===== src/rtl/complement_pkg.sv =====
// Shared definitions for the complement codec: conversion mode encoding.
package complement_pkg;

   typedef logic [1:0] mode_t;

   localparam mode_t MODE_PASS  = 2'b00;
   localparam mode_t MODE_SM2TC = 2'b01;
   localparam mode_t MODE_TC2SM = 2'b10;
   localparam mode_t MODE_NEG   = 2'b11;

endpackage


===== src/rtl/complement_lane.sv =====
// Combinational single-lane converter between sign-magnitude and two's
// complement, plus negate and pass-through. Flags results that cannot be
// represented in the target format.
module complement_lane
   import complement_pkg::*;
#(
   parameter int Width = 26
) (
   input  logic [Width-1:0] i_data,
   input  mode_t            i_mode,
   output logic [Width-1:0] o_data,
   output logic             o_ovf
);

   localparam logic [Width-1:0] MIN_VAL  = {1'b1, {(Width-1){1'b0}}};
   localparam logic [Width-1:0] ALL_ONES = {Width{1'b1}};
   localparam logic [Width-1:0] ONE      = {{(Width-1){1'b0}}, 1'b1};

   logic             w_sign;
   logic [Width-1:0] w_mag;
   logic [Width-1:0] w_neg_x;
   logic [Width-1:0] w_neg_mag;
   logic             w_is_min;

   assign w_sign    = i_data[Width-1];
   assign w_mag     = {1'b0, i_data[Width-2:0]};
   assign w_neg_x   = ~i_data + ONE;
   assign w_neg_mag = ~w_mag + ONE;
   assign w_is_min  = (i_data == MIN_VAL);

   // Select the conversion result and overflow flag for the requested mode.
   always_comb begin
      o_data = i_data;
      o_ovf  = 1'b0;
      case (i_mode)
         MODE_PASS: begin
            o_data = i_data;
            o_ovf  = 1'b0;
         end
         MODE_SM2TC: begin
            o_ovf = 1'b0;
            if (!w_sign) begin
               o_data = i_data;
            end else if (w_mag == {Width{1'b0}}) begin
               // negative zero folds onto the single TC zero
               o_data = {Width{1'b0}};
            end else begin
               o_data = w_neg_mag;
            end
         end
         MODE_TC2SM: begin
            if (!w_sign) begin
               o_data = i_data;
               o_ovf  = 1'b0;
            end else if (w_is_min) begin
               // -2^(W-1) has no SM encoding: saturate to the largest magnitude
               o_data = ALL_ONES;
               o_ovf  = 1'b1;
            end else begin
               o_data = {1'b1, w_neg_x[Width-2:0]};
               o_ovf  = 1'b0;
            end
         end
         MODE_NEG: begin
            // ~MIN+1 wraps back to MIN, which is exactly the required output
            o_data = w_neg_x;
            o_ovf  = w_is_min;
         end
         default: begin
            o_data = i_data;
            o_ovf  = 1'b0;
         end
      endcase
   end

endmodule


===== src/rtl/complement_codec_pipe.sv =====
// Multi-lane complement converter with a registered valid/ready output stage,
// a one-entry skid register and a saturating overflow-event counter.
module complement_codec_pipe
   import complement_pkg::*;
#(
   parameter int Width    = 26,
   parameter int Lanes    = 1,
   parameter int CntWidth = 16
) (
   input  logic                     Clk,
   input  logic                     Rst,
   input  logic                     InValid,
   output logic                     InReady,
   input  logic [1:0]               InMode,
   input  logic [Lanes*Width-1:0]   DataIn,
   output logic                     OutValid,
   input  logic                     OutReady,
   output logic [Lanes*Width-1:0]   DataOut,
   output logic [Lanes-1:0]         OutOvf,
   input  logic                     ClrCount,
   output logic [CntWidth-1:0]      OvfCount
);

   localparam logic [CntWidth-1:0] CNT_MAX = {CntWidth{1'b1}};
   localparam logic [CntWidth-1:0] CNT_ONE = {{(CntWidth-1){1'b0}}, 1'b1};

   logic [Lanes*Width-1:0] w_conv_data;
   logic [Lanes-1:0]       w_conv_ovf;

   for (genvar g = 0; g < Lanes; g++) begin : g_lane
      complement_lane #(.Width(Width)) u_lane (
         .i_data (DataIn[g*Width +: Width]),
         .i_mode (mode_t'(InMode)),
         .o_data (w_conv_data[g*Width +: Width]),
         .o_ovf  (w_conv_ovf[g])
      );
   end

   logic                   r_in_ready;
   logic                   r_out_valid;
   logic [Lanes*Width-1:0] r_out_data;
   logic [Lanes-1:0]       r_out_ovf;
   logic                   r_skid_valid;
   logic [Lanes*Width-1:0] r_skid_data;
   logic [Lanes-1:0]       r_skid_ovf;
   logic [CntWidth-1:0]    r_cnt;

   logic                   w_acc;
   logic                   w_cons;
   logic                   w_nxt_out_valid;
   logic [Lanes*Width-1:0] w_nxt_out_data;
   logic [Lanes-1:0]       w_nxt_out_ovf;
   logic                   w_nxt_skid_valid;
   logic [Lanes*Width-1:0] w_nxt_skid_data;
   logic [Lanes-1:0]       w_nxt_skid_ovf;

   assign w_acc  = InValid & r_in_ready;
   assign w_cons = r_out_valid & OutReady;

   // Next-state of the output and skid registers; converted beats are
   // stored so the output stage only ever moves finished results.
   always_comb begin
      w_nxt_out_valid  = r_out_valid;
      w_nxt_out_data   = r_out_data;
      w_nxt_out_ovf    = r_out_ovf;
      w_nxt_skid_valid = r_skid_valid;
      w_nxt_skid_data  = r_skid_data;
      w_nxt_skid_ovf   = r_skid_ovf;
      if (!r_out_valid || w_cons) begin
         if (r_skid_valid) begin
            // oldest beat lives in the skid entry and must go out first
            w_nxt_out_valid = 1'b1;
            w_nxt_out_data  = r_skid_data;
            w_nxt_out_ovf   = r_skid_ovf;
            if (w_acc) begin
               w_nxt_skid_valid = 1'b1;
               w_nxt_skid_data  = w_conv_data;
               w_nxt_skid_ovf   = w_conv_ovf;
            end else begin
               w_nxt_skid_valid = 1'b0;
            end
         end else if (w_acc) begin
            w_nxt_out_valid = 1'b1;
            w_nxt_out_data  = w_conv_data;
            w_nxt_out_ovf   = w_conv_ovf;
         end else begin
            w_nxt_out_valid = 1'b0;
         end
      end else begin
         if (w_acc) begin
            w_nxt_skid_valid = 1'b1;
            w_nxt_skid_data  = w_conv_data;
            w_nxt_skid_ovf   = w_conv_ovf;
         end else begin
            w_nxt_skid_valid = r_skid_valid;
         end
      end
   end

   // Pipeline registers; ready is derived from the next skid state so it
   // never has a combinational path from OutReady.
   always_ff @(posedge Clk) begin
      if (Rst) begin
         r_in_ready   <= 1'b0;
         r_out_valid  <= 1'b0;
         r_out_data   <= {(Lanes*Width){1'b0}};
         r_out_ovf    <= {Lanes{1'b0}};
         r_skid_valid <= 1'b0;
         r_skid_data  <= {(Lanes*Width){1'b0}};
         r_skid_ovf   <= {Lanes{1'b0}};
      end else begin
         r_in_ready   <= ~w_nxt_skid_valid;
         r_out_valid  <= w_nxt_out_valid;
         r_out_data   <= w_nxt_out_data;
         r_out_ovf    <= w_nxt_out_ovf;
         r_skid_valid <= w_nxt_skid_valid;
         r_skid_data  <= w_nxt_skid_data;
         r_skid_ovf   <= w_nxt_skid_ovf;
      end
   end

   // Saturating count of consumed beats carrying any overflow flag; clear wins.
   always_ff @(posedge Clk) begin
      if (Rst) begin
         r_cnt <= {CntWidth{1'b0}};
      end else if (ClrCount) begin
         r_cnt <= {CntWidth{1'b0}};
      end else if (w_cons && (|r_out_ovf) && (r_cnt != CNT_MAX)) begin
         r_cnt <= r_cnt + CNT_ONE;
      end else begin
         r_cnt <= r_cnt;
      end
   end

   assign InReady  = r_in_ready;
   assign OutValid = r_out_valid;
   assign DataOut  = r_out_data;
   assign OutOvf   = r_out_ovf;
   assign OvfCount = r_cnt;

endmodule


===== config.mk =====
export PLATFORM = sky130hd
export DESIGN_NAME = complement_codec_pipe
export DESIGN_NICKNAME = d
export VERILOG_FILES = /design/src/rtl/complement_pkg.sv /design/src/rtl/complement_lane.sv /design/src/rtl/complement_codec_pipe.sv
export SDC_FILE = /design/constraint.sdc
export NUM_CORES = 1
export LEC_CHECK = 0
export CAP_MARGIN = 10
export CORE_MARGIN = 2
export CORE_UTILIZATION = 30
export DETAILED_ROUTE_END_ITERATION = 12
export MAX_ROUTING_LAYER = met4
export PLACE_DENSITY = 0.56
export SYNTH_ARGS = -nofsm -noshare
export SYNTH_HDL_FRONTEND = slang
export SYNTH_SLANG_ARGS = --single-unit
export TNS_END_PERCENT = 50

===== constraint.sdc =====
create_clock -name Clk -period 3.5 [get_ports Clk]
set_input_delay 0.525 -clock Clk [delete_from_list [all_inputs] [get_ports Clk]]
set_output_delay 0.525 -clock Clk [all_outputs]
set_load 0.02 [all_outputs]

==> implementation parameters <==
Parameter                              Value

Run status
  Status    finished clean

Global routing
  Via count of the first global-routing pass    4113
  Overall global routing resource usage    0.198
  Antenna violations before repair    0
  GR Overflow Total    0
  Largest net degree at the start of global routing    44
  Wire length of the first global-routing pass    22.2 mm

Power and ir drop
  Largest voltage drop on the vdd net    0.000261 V
  PD cells    403 nW/um^2
  Static leakage power    1.93 nW
  Power, Total    2.24 mW

Worst setup path
  Maximum fanout encountered on the critical timing path    7
  List of cells traversed by the critical path    clkdlybuf4s50_1 > inv_1 > ha_1 > or3b_2 > nor4_4 > a21oi_1 > a221oi_2 > nand3_1 > a21oi_1
  CP startpoint    DataIn[0]
  Classification of the worst setup path    in -> reg
  Combined buffer and inverter count along the critical path    2
  Worst-case register-to-register setup slack    1.45 ns
  CP top delay family    simple AND/OR/NAND/NOR gates
  WP depth    9
  Reg2Reg Capture Point    OvfCount[6]
  Crit-path max cell delay    0.55 ns
  Most common cell on crit path    sky130_fd_sc_hd__a21oi_1
  Capturing instance or port of the critical path    DataOut[15]
  Critical Path Start Type    input pin
  Worst setup EP type    register
  CP Data Required Time    3.76 ns
  Crit path max-delay cell type    sky130_fd_sc_hd__or3b_2
  Data arrival time of the worst path    3.33 ns
  Launch instance of the worst register-to-register path    OvfCount[0]
  Reg2Reg Depth    7

Synthesis
  Unique masters post-synth    69
  Share of the yosys chip area belonging to registers    0.350
  Primary FF master, synth    sky130_fd_sc_hd__dfxtp_1
  Yosys reg bits    73
  Per-instance average area after synthesis    7.88 sq um
  Synthesized instance count    530
  Synth Net Count    565
  Number of synthesis warnings    0
  Post-synth EDFFs    0
  Area contributors post-synth    sky130_fd_sc_hd__dfxtp_1 35%, sky130_fd_sc_hd__a21oi_1 6.1%, sky130_fd_sc_hd__nor2_1 5.2%, sky130_fd_sc_hd__nand2_1 4.2%, sky130_fd_sc_hd__clkbuf_1 3.2%
  Async set-or-reset flop fraction in the synthesized netlist    0
  Combined area of all synthesized cells    4180 sq um
  Largest area contributor in the synthesized netlist    sky130_fd_sc_hd__dfxtp_1
  Portion of synthesized cell area occupied by the leading cell type    0.350

Clock tree
  Number of buffers inserted during clock tree synthesis    9
  Root Buffer Master    sky130_fd_sc_hd__clkbuf_16
  TritonCTS clock tree    built
  CTS max path bufs    2
  Number of H-tree levels    3
  Hold-fix buffer count after cts    0
  Postcts setup bufs    0
  Sink Count    73
  Insertion delay to the later sink of the worst-skew pair    0.33 ns
  Clock-pin slew on the worst setup and hold paths    0.06 ns
  Post-CTS Resized    0

Final layout
  Ratio of cells with drive above 1 in the final layout    0.116
  Syn-to-layout area delta    32.7%
  Core Util, Final    0.404
  Final antenna diode count    0
  Final instance area    5550 sq um
  Final Net Count    641

STA
  Slew HR    0.507
  Count of endpoints failing hold in the final timing report    0
  Post-Route Setup TNS    0 ns
  Worst clock skew on the final layout    0.00678 ns
  Max-slew violations    0
  Achievable Freq    0.326 GHz
  Time the worst path needs with I/O delays and setup    3.06 ns
  Total setup violations reported at the end of the flow    0
  Final critical-path share of the clock period    0.876
  Setup repair after global routing missed its margin    false
  Slew @ Worst Pin    0.739 ns

Drt
  Remaining DRCs    0
  Vias per inst    5.52
  Wire length reported by the detailed router    14.2 mm
  Detailed-router iteration count before antenna repair    5
  Vias    4368
  Wire length per cell    18.0 microns
  ANT nets after route    0
  Drt initial violations    334

Die
  Effective utilization at floorplan    0.305
  Area of the die    14900 sq um
  Chip width    122 microns
  Ports placed on the boundary    78
  Die height    122 microns
  Std cell rows    43
  Placeable Area    13700 sq um

Place
  Number of buffers inserted by port buffering    77
  Cell area after placement    5220 sq um
  Global placement routability congestion    0.987
  Detailed Place HPWL    10.5 mm

Min path
  Startpoint of the lowest-slack hold path    r_skid_data[1]
  Classification of the worst-slack hold path    reg -> reg

Run
  Number of max-cap violations    0
worst register-to-register path, stage by stage, from the launching register on:
cell and delay, ns:
sky130_fd_sc_hd__dfxtp_1 0.40, sky130_fd_sc_hd__ha_1 0.21, sky130_fd_sc_hd__nand4_1 0.10, sky130_fd_sc_hd__nor4_1 0.47, sky130_fd_sc_hd__nor3_1 0.24, sky130_fd_sc_hd__and3_1 0.26
sky130_fd_sc_hd__xnor2_1 0.18, sky130_fd_sc_hd__nor2_1 0.07
sequential cells by signal, indices dropped and copies added (netlist names):
register	count
OutOvf	1
InReady	1
DataOut	26
r_skid_ovf	1
r_skid_valid	1
OvfCount	16
OutValid	1
r_skid_data	26
cell families (layout without fill, tap and decap cells):
family,Yosys count,after routing,synth area share
compound gates,162,162,0.258
xor+xnor,17,17,0.0356
fa+ha+maj,4,4,0.0108
buf+inv,45,126,0.0452
flops,73,73,0.350
mux,2,2,0.00509
simple gates,227,227,0.296
layer usage:
| layer | vias up | wire, microns | part of all wire | track usage |
|---|---|---|---|---|
| met3 | 18 | 747 | 0.053 | 0.0281 |
| li1 | 2138 | - | - | - |
| met5 | - | 0 | 0 | - |
| met1 | 2072 | 6350 | 0.45 | 0.252 |
| met4 | 0 | 306 | 0.022 | 0.0618 |
| met2 | 140 | 6820 | 0.48 | 0.325 |
cells in the final DEF (no fill, tap or decap), types with 6 or more instances in the layout:
cell and n:
sky130_fd_sc_hd__o21ai_0 21, sky130_fd_sc_hd__buf_4 28, sky130_fd_sc_hd__xor2_1 11, sky130_fd_sc_hd__a211oi_1 9
sky130_fd_sc_hd__clkdlybuf4s50_1 77, sky130_fd_sc_hd__a211oi_2 7, sky130_fd_sc_hd__and2_1 6, sky130_fd_sc_hd__nor4_1 8
sky130_fd_sc_hd__nand3_1 23, sky130_fd_sc_hd__o22ai_1 16, sky130_fd_sc_hd__nor2_1 58, sky130_fd_sc_hd__nand4_1 14
sky130_fd_sc_hd__a21oi_1 51, sky130_fd_sc_hd__a31oi_1 6, sky130_fd_sc_hd__clkbuf_16 9, sky130_fd_sc_hd__dfxtp_1 73
sky130_fd_sc_hd__xnor2_1 6, sky130_fd_sc_hd__o211ai_1 6, sky130_fd_sc_hd__nor3_1 22, sky130_fd_sc_hd__and3_1 11
sky130_fd_sc_hd__nand2_1 47, sky130_fd_sc_hd__o21ai_1 7
synth_stat cells, types with 3 or more instances:
| master | n |
|---|---|
| sky130_fd_sc_hd__a211oi_1 | 9 |
| sky130_fd_sc_hd__a211oi_2 | 7 |
| sky130_fd_sc_hd__a21oi_1 | 51 |
| sky130_fd_sc_hd__a22oi_1 | 3 |
| sky130_fd_sc_hd__a31oi_1 | 6 |
| sky130_fd_sc_hd__and2_1 | 6 |
| sky130_fd_sc_hd__and3_1 | 11 |
| sky130_fd_sc_hd__clkbuf_1 | 36 |
| sky130_fd_sc_hd__dfxtp_1 | 73 |
| sky130_fd_sc_hd__inv_1 | 5 |
| sky130_fd_sc_hd__nand2_1 | 47 |
| sky130_fd_sc_hd__nand2b_1 | 3 |
| sky130_fd_sc_hd__nand3_1 | 23 |
| sky130_fd_sc_hd__nand3b_1 | 3 |
| sky130_fd_sc_hd__nand4_1 | 14 |
| sky130_fd_sc_hd__nor2_1 | 58 |
| sky130_fd_sc_hd__nor3_1 | 22 |
| sky130_fd_sc_hd__nor4_1 | 8 |
| sky130_fd_sc_hd__nor4_4 | 4 |
| sky130_fd_sc_hd__o2111ai_1 | 3 |
| sky130_fd_sc_hd__o211ai_1 | 6 |
| sky130_fd_sc_hd__o21a_1 | 3 |
| sky130_fd_sc_hd__o21ai_0 | 21 |
| sky130_fd_sc_hd__o21ai_1 | 7 |
| sky130_fd_sc_hd__o221ai_1 | 4 |
| sky130_fd_sc_hd__o22ai_1 | 16 |
| sky130_fd_sc_hd__o31ai_1 | 3 |
| sky130_fd_sc_hd__or2_2 | 3 |
| sky130_fd_sc_hd__or3_1 | 3 |
| sky130_fd_sc_hd__or4_1 | 5 |
| sky130_fd_sc_hd__xnor2_1 | 6 |
| sky130_fd_sc_hd__xor2_1 | 11 |
area by class of cell:
type | instances | area, sq um
clock buffers | 10 | 239
multi-input cells | 412 | 2530
repair buffers | 105 | 981
well taps | 180 | 225
clock inverters | 6 | 91.3
flip-flops and latches | 73 | 1460
inverters | 5 | 18.8
fillers | 1402 | 8170
where the power goes:
group,switching [mW],internal [mW],total [mW]
Combinational,0.210,0.148,0.358
Clock,0.359,0.644,1.00
Sequential,0.0168,0.860,0.877
Total,0.586,1.65,2.24
how the worst min path moves through the flow:
stage,cells after the start,to,slack [ns]
floorplan,2,r_skid_data[18],0.43
detailed placement,2,r_skid_data[8],0.45
CTS,2,r_skid_data[1],0.46
global route,2,r_skid_data[11],0.48
global placement,2,r_skid_data[18],0.44
finish,2,r_skid_data[1],0.45
stage by stage:
step                worst slack [ns]  hold WS, ns  instances
floorplan                       1.05        0.427        530
global placement               0.241        0.440        775
detailed placement             0.163        0.448        775
CTS                            0.510        0.456        791
global route                   0.260        0.482        791
finish                         0.435        0.453        791
Note: power is estimated with default switching activity, not from simulation.
